===== src/rtl/fetch_ctrl.sv =====
// Instruction-fetch sequencer: walks the PC over a combinational ROM and queues
// {word, pc} pairs in a small FIFO for decode, with redirect and halt-on-zero.
module fetch_ctrl #(
  parameter int ADDR_W       = 7,
  parameter int RESET_PC     = 0,
  parameter int DEPTH        = 2,
  parameter bit HALT_ON_ZERO = 1'b1
) (
  input  logic              clk,
  input  logic              rst,
  output logic [ADDR_W-1:0] imem_adrs,
  input  logic [31:0]       imem_instr,
  output logic              out_valid,
  input  logic              out_ready,
  output logic [31:0]       out_instr,
  output logic [ADDR_W-1:0] out_pc,
  input  logic              redirect_valid,
  input  logic [ADDR_W-1:0] redirect_target,
  output logic              halted,
  output logic              misalign_err
);

  // DEPTH is 2 or 4, so the pointers wrap naturally at their width.
  localparam int PTR_W = (DEPTH > 2) ? 2 : 1;
  localparam int CNT_W = PTR_W + 1;
  localparam logic [CNT_W-1:0]  DEPTH_C = CNT_W'(DEPTH);
  localparam logic [ADDR_W-1:0] PC_RST  = ADDR_W'(RESET_PC);

  typedef enum logic {
    ST_FETCH,
    ST_HALT
  } state_e;

  state_e            state_q, state_d;
  logic [ADDR_W-1:0] pc_q, pc_d;
  logic [CNT_W-1:0]  count_q, count_d;
  logic [PTR_W-1:0]  rdPtr_q, rdPtr_d;
  logic [PTR_W-1:0]  wrPtr_q, wrPtr_d;
  logic              misalign_q, misalign_d;

  logic [31:0]       instrMem_q [DEPTH];
  logic [ADDR_W-1:0] pcMem_q    [DEPTH];

  logic pop;
  logic isZero;
  logic fetchEn;
  logic push;

  always_ff @(posedge clk) begin
    if (rst) begin
      state_q    <= ST_FETCH;
      pc_q       <= PC_RST;
      count_q    <= '0;
      rdPtr_q    <= '0;
      wrPtr_q    <= '0;
      misalign_q <= 1'b0;
    end else begin
      state_q    <= state_d;
      pc_q       <= pc_d;
      count_q    <= count_d;
      rdPtr_q    <= rdPtr_d;
      wrPtr_q    <= wrPtr_d;
      misalign_q <= misalign_d;
    end
  end

  // A full FIFO being popped this cycle frees a slot, so fetch still proceeds.
  always_comb begin
    pop        = (count_q != '0) && out_ready;
    isZero     = HALT_ON_ZERO && (imem_instr == 32'h0000_0000);
    fetchEn    = (state_q == ST_FETCH) && !redirect_valid && ((count_q < DEPTH_C) || pop);
    push       = fetchEn && !isZero;

    state_d    = state_q;
    pc_d       = pc_q;
    count_d    = count_q;
    rdPtr_d    = rdPtr_q;
    wrPtr_d    = wrPtr_q;
    misalign_d = 1'b0;

    if (redirect_valid) begin
      state_d    = ST_FETCH;
      pc_d       = {redirect_target[ADDR_W-1:2], 2'b00};
      count_d    = '0;
      rdPtr_d    = '0;
      wrPtr_d    = '0;
      misalign_d = |redirect_target[1:0];
    end else begin
      if (pop) begin
        rdPtr_d = rdPtr_q + 1'b1;
      end
      if (push) begin
        wrPtr_d = wrPtr_q + 1'b1;
        pc_d    = pc_q + ADDR_W'(4);
      end
      if (fetchEn && isZero) begin
        state_d = ST_HALT;
      end
      case ({push, pop})
        2'b10:   count_d = count_q + 1'b1;
        2'b01:   count_d = count_q - 1'b1;
        default: count_d = count_q;
      endcase
    end
  end

  always_ff @(posedge clk) begin
    if (push) begin
      instrMem_q[wrPtr_q] <= imem_instr;
      pcMem_q[wrPtr_q]    <= pc_q;
    end
  end

  assign imem_adrs    = pc_q;
  assign out_valid    = (count_q != '0);
  assign out_instr    = out_valid ? instrMem_q[rdPtr_q] : 32'h0000_0000;
  assign out_pc       = out_valid ? pcMem_q[rdPtr_q] : '0;
  assign halted       = (state_q == ST_HALT);
  assign misalign_err = misalign_q;

endmodule


===== config.mk =====
export PLATFORM = sky130hd
export DESIGN_NAME = fetch_ctrl
export DESIGN_NICKNAME = d
export VERILOG_FILES = /design/src/rtl/fetch_ctrl.sv
export SDC_FILE = /design/constraint.sdc
export NUM_CORES = 1
export LEC_CHECK = 0
export BUFFER_PORTS_ARGS = -buffer_cell sky130_fd_sc_hd__buf_2
export CORE_ASPECT_RATIO = 0.75
export CORE_MARGIN = 1.5
export CORE_UTILIZATION = 30
export CTS_CLUSTER_SIZE = 24
export DETAILED_ROUTE_END_ITERATION = 16
export GPL_TIMING_DRIVEN = 0
export HOLD_SLACK_MARGIN = 0.02
export SYNTH_ARGS = -nofsm -noshare
export SYNTH_HDL_FRONTEND = slang
export SYNTH_SLANG_ARGS = --single-unit

===== constraint.sdc =====
create_clock -name clk -period 4.5 [get_ports clk]
set_input_delay 0.9 -clock clk [delete_from_list [all_inputs] [get_ports clk]]
set_output_delay 0.9 -clock clk [all_outputs]
set_load 0.02 [all_outputs]

==> impl_metrics.py, run 1 <==
metrics = {
    "run_status": {
        "status": "completed",
    },
    "setup_path": {
        "r2r_start": "count_q[1]",
        "reg2reg_depth": 5,
        "crit_path_end_kind": "output pin",
        "ff2ff_setup_slack_ns": 2.58,
        "r2r_end": "instrMem_q[0][18]",
        "crit_required_ns": 3.60,
        "crit_fanout": 10,
        "crit_type": "flop to output pin",
        "startpoint_type": "flop",
        "arrival_ns": 1.97,
    },
    "power": {
        "total_power_mw": 1.753,
        "p_leak_nw": 1.698,
        "ir_drop_uv": 152.6,
        "power_density_nw_per_um2": 390.0,
    },
    "placed_design": {
        "dp_slack_ns": 1.490,
        "dp.cells": 489,
        "gp_congestion": 0.7100,
        "dpl.hpwl_mm": 5.170,
        "place.port_buffers": 87,
    },
    "floorplan": {
        "core_sq_um": 11530,
        "die_w_um": 128.3,
        "rows": 34,
        "die_h_um": 96.94,
        "dieArea_sq_um": 12430,
        "start_util_pct": 30.62,
        "io_pins": 92,
    },
    "timing": {
        "fin_crit_sh_pct": 63.79,
        "slew_headroom_pct": 60.80,
        "setup_violations": 0,
        "worst_slack_ns": 1.630,
        "hold_viol_final": 0,
        "drv_slew": 0,
        "min_period_ns": 2.870,
        "fin_skew_ns": 0.003775,
        "worst_pin_slew_ns": 0.5866,
        "rsz0062_at_grt": "false",
        "fmax_ghz": 0.3484,
    },
    "layout": {
        "utilization_pct": 39.00,
        "drive_gt1_share_pct": 36.73,
        "num_antenna_cells": 0,
        "layout.nets": 383,
        "area_growth_pct": 27.37,
        "fin_cells": 505,
    },
    "global_routing": {
        "grt_max_degree": 22,
        "grt_pass1_vias": 2247,
        "grt_pass1_wl_mm": 11.43,
        "gr-total-overflow": 0,
        "grt_use_total_pct": 12.29,
        "antenna_found_initial": 0,
    },
    "route": {
        "drt_wl_total_mm": 7.284,
        "viasPerCell": 4.301,
        "drtAntennaViolNets": 0,
        "post_drt_wl_per_cell_um": 14.42,
        "drc": 0,
        "vias": 2172,
        "first_pass_iters": 4,
        "drt_iter0_drc": 132,
    },
    "run": {
        "maxCapViolCount": 0,
    },
    "clock_network": {
        "cts_max_level": 3,
        "numCtsBuffers": 9,
        "clk_pin_slew_worst_paths_ns": 0.06,
        "insertion_delay_ns": 0.33,
        "cts_hold_buf": 0,
        "ctsResizeCount": 0,
        "root_buffer": "clkbuf_16",
        "clkSinkCount": 86,
        "cts_setup_buffers": 0,
        "clk_path_buf_depth": 2,
        "cts_tree": "yes",
    },
    "hold_path": {
        "min_from": "imem_adrs[6]",
        "min_path_type": "flop to flop",
        "holdPathEnd": "pcMem_q[0][6]",
        "whs_path_depth": 0,
    },
    "logic_synthesis": {
        "synth-edff-count": 74,
        "synth.avg_cell_area_sq_um": 15.02,
        "synthCells": 235,
        "ys_seq_elements": 86,
        "ys_types": 35,
        "async_reset_ff_share_pct": 0,
        "ys_warn_count": 0,
        "ys_seq_area_share_pct": 69.76,
        "synthesis.area_sq_um": 3530,
        "yosys_most_used_dff": "edfxtp_1",
    },
}
==> logic make-up after synthesis <==
group,share of synthesized area (%)
compound gates,2.942
xor+xnor,1.737
fa+ha+maj,0.7089
buf+inv,2.907
flops,69.76
mux,10.49
other cells,0.1062
simple gates,11.34
==> synth_stat cells (all sizes together) (2+ instances only) <==
| library cell | n | area, sq um |
|---|---|---|
| edfxtp | 74 | 2222 |
| nor2 | 46 | 172.7 |
| mux2i | 37 | 370.4 |
| dfxtp | 12 | 240.2 |
| buf | 11 | 72.57 |
| nor3 | 9 | 61.31 |
| nor4 | 8 | 102.6 |
| inv | 5 | 18.77 |
| xnor2 | 4 | 35.03 |
| clkbuf | 3 | 11.26 |
| xor2 | 3 | 26.28 |
| a211oi | 2 | 15.01 |
| a21oi | 2 | 10.01 |
| and3 | 2 | 12.51 |
| ha | 2 | 25.02 |
| nand4 | 2 | 25.02 |
| o211ai | 2 | 15.01 |
| o21ai | 2 | 21.27 |
==> final cells by class <==
cell class / instances / area (sq um)
Inverter: 5 / 18.77
Timing Repair Buffer: 89 / 483.0
Clock buffer: 14 / 244.0
Fill cell: 1121 / 7033
Sequential cell: 86 / 2462
Tap cell: 162 / 202.7
Buffer: 14 / 83.83
Multi-Input combinational cell: 133 / 991.0
Clock inverter: 2 / 10.01
==> worst max-delay path: stages (launching register included) <==
cell	delay, ns
dfxtp_1	0.33
nor2_1	0.13
clkbuf_1	0.44
clkbuf_1	0.45
nor2_1	0.10
buf_2	0.18
==> cell usage in the layout (no fill, tap or decap), types with 5 or more instances in the layout <==
cell type	netlist	final
buf_2	4	91
buf_4	5	5
clkbuf_1	3	8
clkbuf_16	0	9
dfxtp_1	12	12
edfxtp_1	74	74
inv_1	5	5
mux2i_1	37	37
nor2_1	46	44
nor3_1	7	7
nor4_2	6	6
==> state kept, by name (all words and copies together), names as in the netlist, named ones only <==
| signal | cells |
|---|---|
| count_q | 2 |
| instrMem_q | 64 |
| wrPtr_q | 1 |
| misalign_err | 1 |
| pcMem_q | 10 |
| halted | 1 |
| imem_adrs | 5 |
| rdPtr_q | 1 |
==> metal layers <==
layer	part of all wire [%]	track usage (%)	wire, um
met3	4.6	3.982	334
met5	0	0	0
met4	1.3	3.889	98
met1	49	16.33	3567
met2	45	19.07	3282
==> where the power goes <==
part | switching, mW | internal [mW] | total, mW
Combinational | 0.120 | 0.0691 | 0.189
Sequential | 0.0137 | 0.909 | 0.922
Clock | 0.269 | 0.373 | 0.642
Total | 0.403 | 1.35 | 1.75
==> worst max path at each step <==
stage	start	endpoint	slack, ns	cells past startpoint
2_1_floorplan	out_ready	instrMem_q[0][0]	1.11	4
3_3_place_gp	out_ready	instrMem_q[1][17]	-0.09	5
3_5_place_dp	imem_instr[9]	count_q[1]	1.49	8
4_1_cts	count_q[1]	out_instr[18]	1.54	5
5_1_grt	count_q[1]	out_instr[18]	1.37	5
6_report	count_q[1]	out_instr[25]	1.63	5
==> stage by stage <==
step	TNS (ns)	hold WS, ns	cell area (sq um)
2_1_floorplan	0	0.5202	3541
3_3_place_gp	-5.826	0.4966	4179
3_5_place_dp	0	0.4946	4242
4_1_cts	0	0.5081	4496
5_1_grt	0	0.5163	4496
6_report	0	0.5028	4496
Power figures use the tool's default switching activity.
==> run 2: changes to the inputs <==
==> constraint.sdc (replaced) <==
create_clock -name clk -period 2.4 [get_ports clk]
set_input_delay 0.48 -clock clk [delete_from_list [all_inputs] [get_ports clk]]
set_output_delay 0.48 -clock clk [all_outputs]
set_load 0.02 [all_outputs]
==> run 2 against run 1 <==
- sequential share of layout area decreased by 0.12 points
- flip-flop and latch count stayed put
- combinational power rose by 88%
- design area increased by 0.22%
- final cell count stayed put
- clock power increased by 87%
- via count is 0.14% lower
- global-route usage did not move
- non-clock buffer count stayed put
- critical path type unchanged
- critical endpoint is now out_instr[4]
==> impl_metrics.py, run 2 (synthesis gave the netlist of run 1 again) <==
metrics = {
    "run_status": {
        "status": "completed",
    },
    "placed_design": {
        "placed_area_sq_um": 4242,
        "place.port_buffers": 87,
        "dp_slack_ns": -0.1896,
        "gp_congestion": 0.7100,
        "dpl.hpwl_mm": 5.170,
    },
    "route": {
        "vias": 2169,
        "viasPerCell": 4.295,
        "drt_iter0_drc": 123,
        "post_drt_wl_per_cell_um": 14.34,
        "drc": 0,
        "drt_wl_total_mm": 7.244,
        "drtAntennaViolNets": 0,
        "first_pass_iters": 4,
    },
    "setup_path": {
        "ff2ff_setup_slack_ns": 0.48,
        "arrival_ns": 1.72,
        "path_cells": "buf_2 > buf_2 > mux2i_1 > nor2_1 > buf_2",
        "crit_type": "flop to output pin",
        "startpoint_type": "flop",
        "cpMostUsedCell": "buf_2",
        "r2r_end": "instrMem_q[0][18]",
        "slowest_delay_ns": 0.36,
        "reg2reg_depth": 5,
        "cp_top_family": "buffers and inverters",
        "crit_fanout": 10,
        "cp_num_buf_inv": 3,
        "crit_slowest_cell": "buf_2",
        "r2r_start": "count_q[1]",
        "crit_required_ns": 1.92,
        "crit_path_end_kind": "output pin",
    },
    "global_routing": {
        "grt_pass1_wl_mm": 11.43,
        "grt_pass1_vias": 2246,
        "gr-total-overflow": 0,
        "grt_max_degree": 22,
        "grt_use_total_pct": 12.29,
        "antenna_found_initial": 0,
    },
    "clock_network": {
        "root_buffer": "clkbuf_16",
        "insertion_delay_ns": 0.32,
        "clk_pin_slew_worst_paths_ns": 0.06,
        "numCtsBuffers": 9,
        "cts_hold_buf": 0,
        "cts_max_level": 3,
        "cts_tree": "yes",
        "clkSinkCount": 86,
        "ctsResizeCount": 1,
        "cts_setup_buffers": 0,
        "clk_path_buf_depth": 2,
    },
    "power": {
        "p_leak_nw": 1.707,
        "total_power_mw": 3.283,
        "ir_drop_uv": 280.4,
        "power_density_nw_per_um2": 728.6,
    },
    "layout": {
        "final_common_cell": "buf_2",
        "largest_register": "instrMem_q",
        "area_growth_pct": 27.65,
        "drive_gt1_share_pct": 37.90,
        "layout.nets": 383,
        "layout_common_cells": "buf_2 (89), edfxtp_1 (74), nor2_1 (44), mux2i_1 (37), dfxtp_1 (12)",
        "finalInstanceArea_sq_um": 4506,
        "num_antenna_cells": 0,
        "largest_register_ff_count": 64,
        "fill_cells": 1122,
    },
    "timing": {
        "worst_pin_slew_ns": 0.5956,
        "hold_viol_final": 0,
        "drv_slew": 0,
        "finalSetupTns_ns": 0,
        "fin_crit_sh_pct": 91.84,
        "rsz0062_at_grt": "false",
        "worst_slack_ns": 0.1958,
        "slew_headroom_pct": 60.20,
        "min_period_ns": 2.204,
        "fmax_ghz": 0.4537,
        "setup_violations": 0,
        "fin_skew_ns": 0.004142,
    },
    "run": {
        "maxCapViolCount": 0,
    },
    "hold_path": {
        "min_path_type": "input pin to flop",
        "whs_path_depth": 2,
        "holdPathEnd": "imem_adrs[2]",
        "min_from": "rst",
    },
    "floorplan": {
        "io_pins": 92,
        "core_sq_um": 11530,
        "start_util_pct": 30.62,
        "die_w_um": 128.3,
        "rows": 34,
        "dieArea_sq_um": 12430,
        "die_h_um": 96.94,
    },
}
-- run 2: changes by cell type in the layout (fill, tap and decap cells not counted), sizes merged --
cell and delta:
clkbuf +3, buf -3
-- run 2: per-stage QoR --
step	utilization, %	hold slack, ns	std cells
final	39.08	0.3396	505
after global routing	39.08	0.3290	505
after CTS	39.01	0.3235	505
after detailed placement	36.79	0.4946	489
after global placement	36.25	0.4966	487
after floorplan	-	0.5202	238
-- run 2: worst max-delay path by stage --
| stage | startpoint | to | depth (start not counted) |
|---|---|---|---|
| floorplan | out_ready | instrMem_q[0][0] | 4 |
| global placement | out_ready | instrMem_q[1][17] | 5 |
| detailed placement | imem_instr[9] | count_q[1] | 8 |
| CTS | flop | out_instr[18] | 5 |
| global route | imem_instr[9] | count_q[1] | 9 |
| finish | flop | out_instr[4] | 5 |
-- run 2: power by group --
part           switching, mW  internal, mW
combinational          0.224         0.132
sequential            0.0257          1.70
clock                  0.499         0.699
total                  0.748          2.53
-- run 2: layout make-up --
cell class              count  area [sq um]  area share [%]
flip-flops and latches     86          2462           54.65
well taps                 162         202.7           4.499
multi-input cells         133         991.0           21.99
inverters                   5         18.77          0.4166
clock inverters             2         10.01          0.2222
plain buffers              14         93.84           2.083
clock buffers              14         244.0           5.415
repair buffers             89         483.0           10.72
-- run 2: routing by layer --
layer	vias to the layer above	global-route usage, %	wire, um
met5	-	0	0
met4	0	3.889	77
met3	7	3.982	303
met2	56	19.07	3282
met1	1035	16.33	3581
li1	1071	-	-
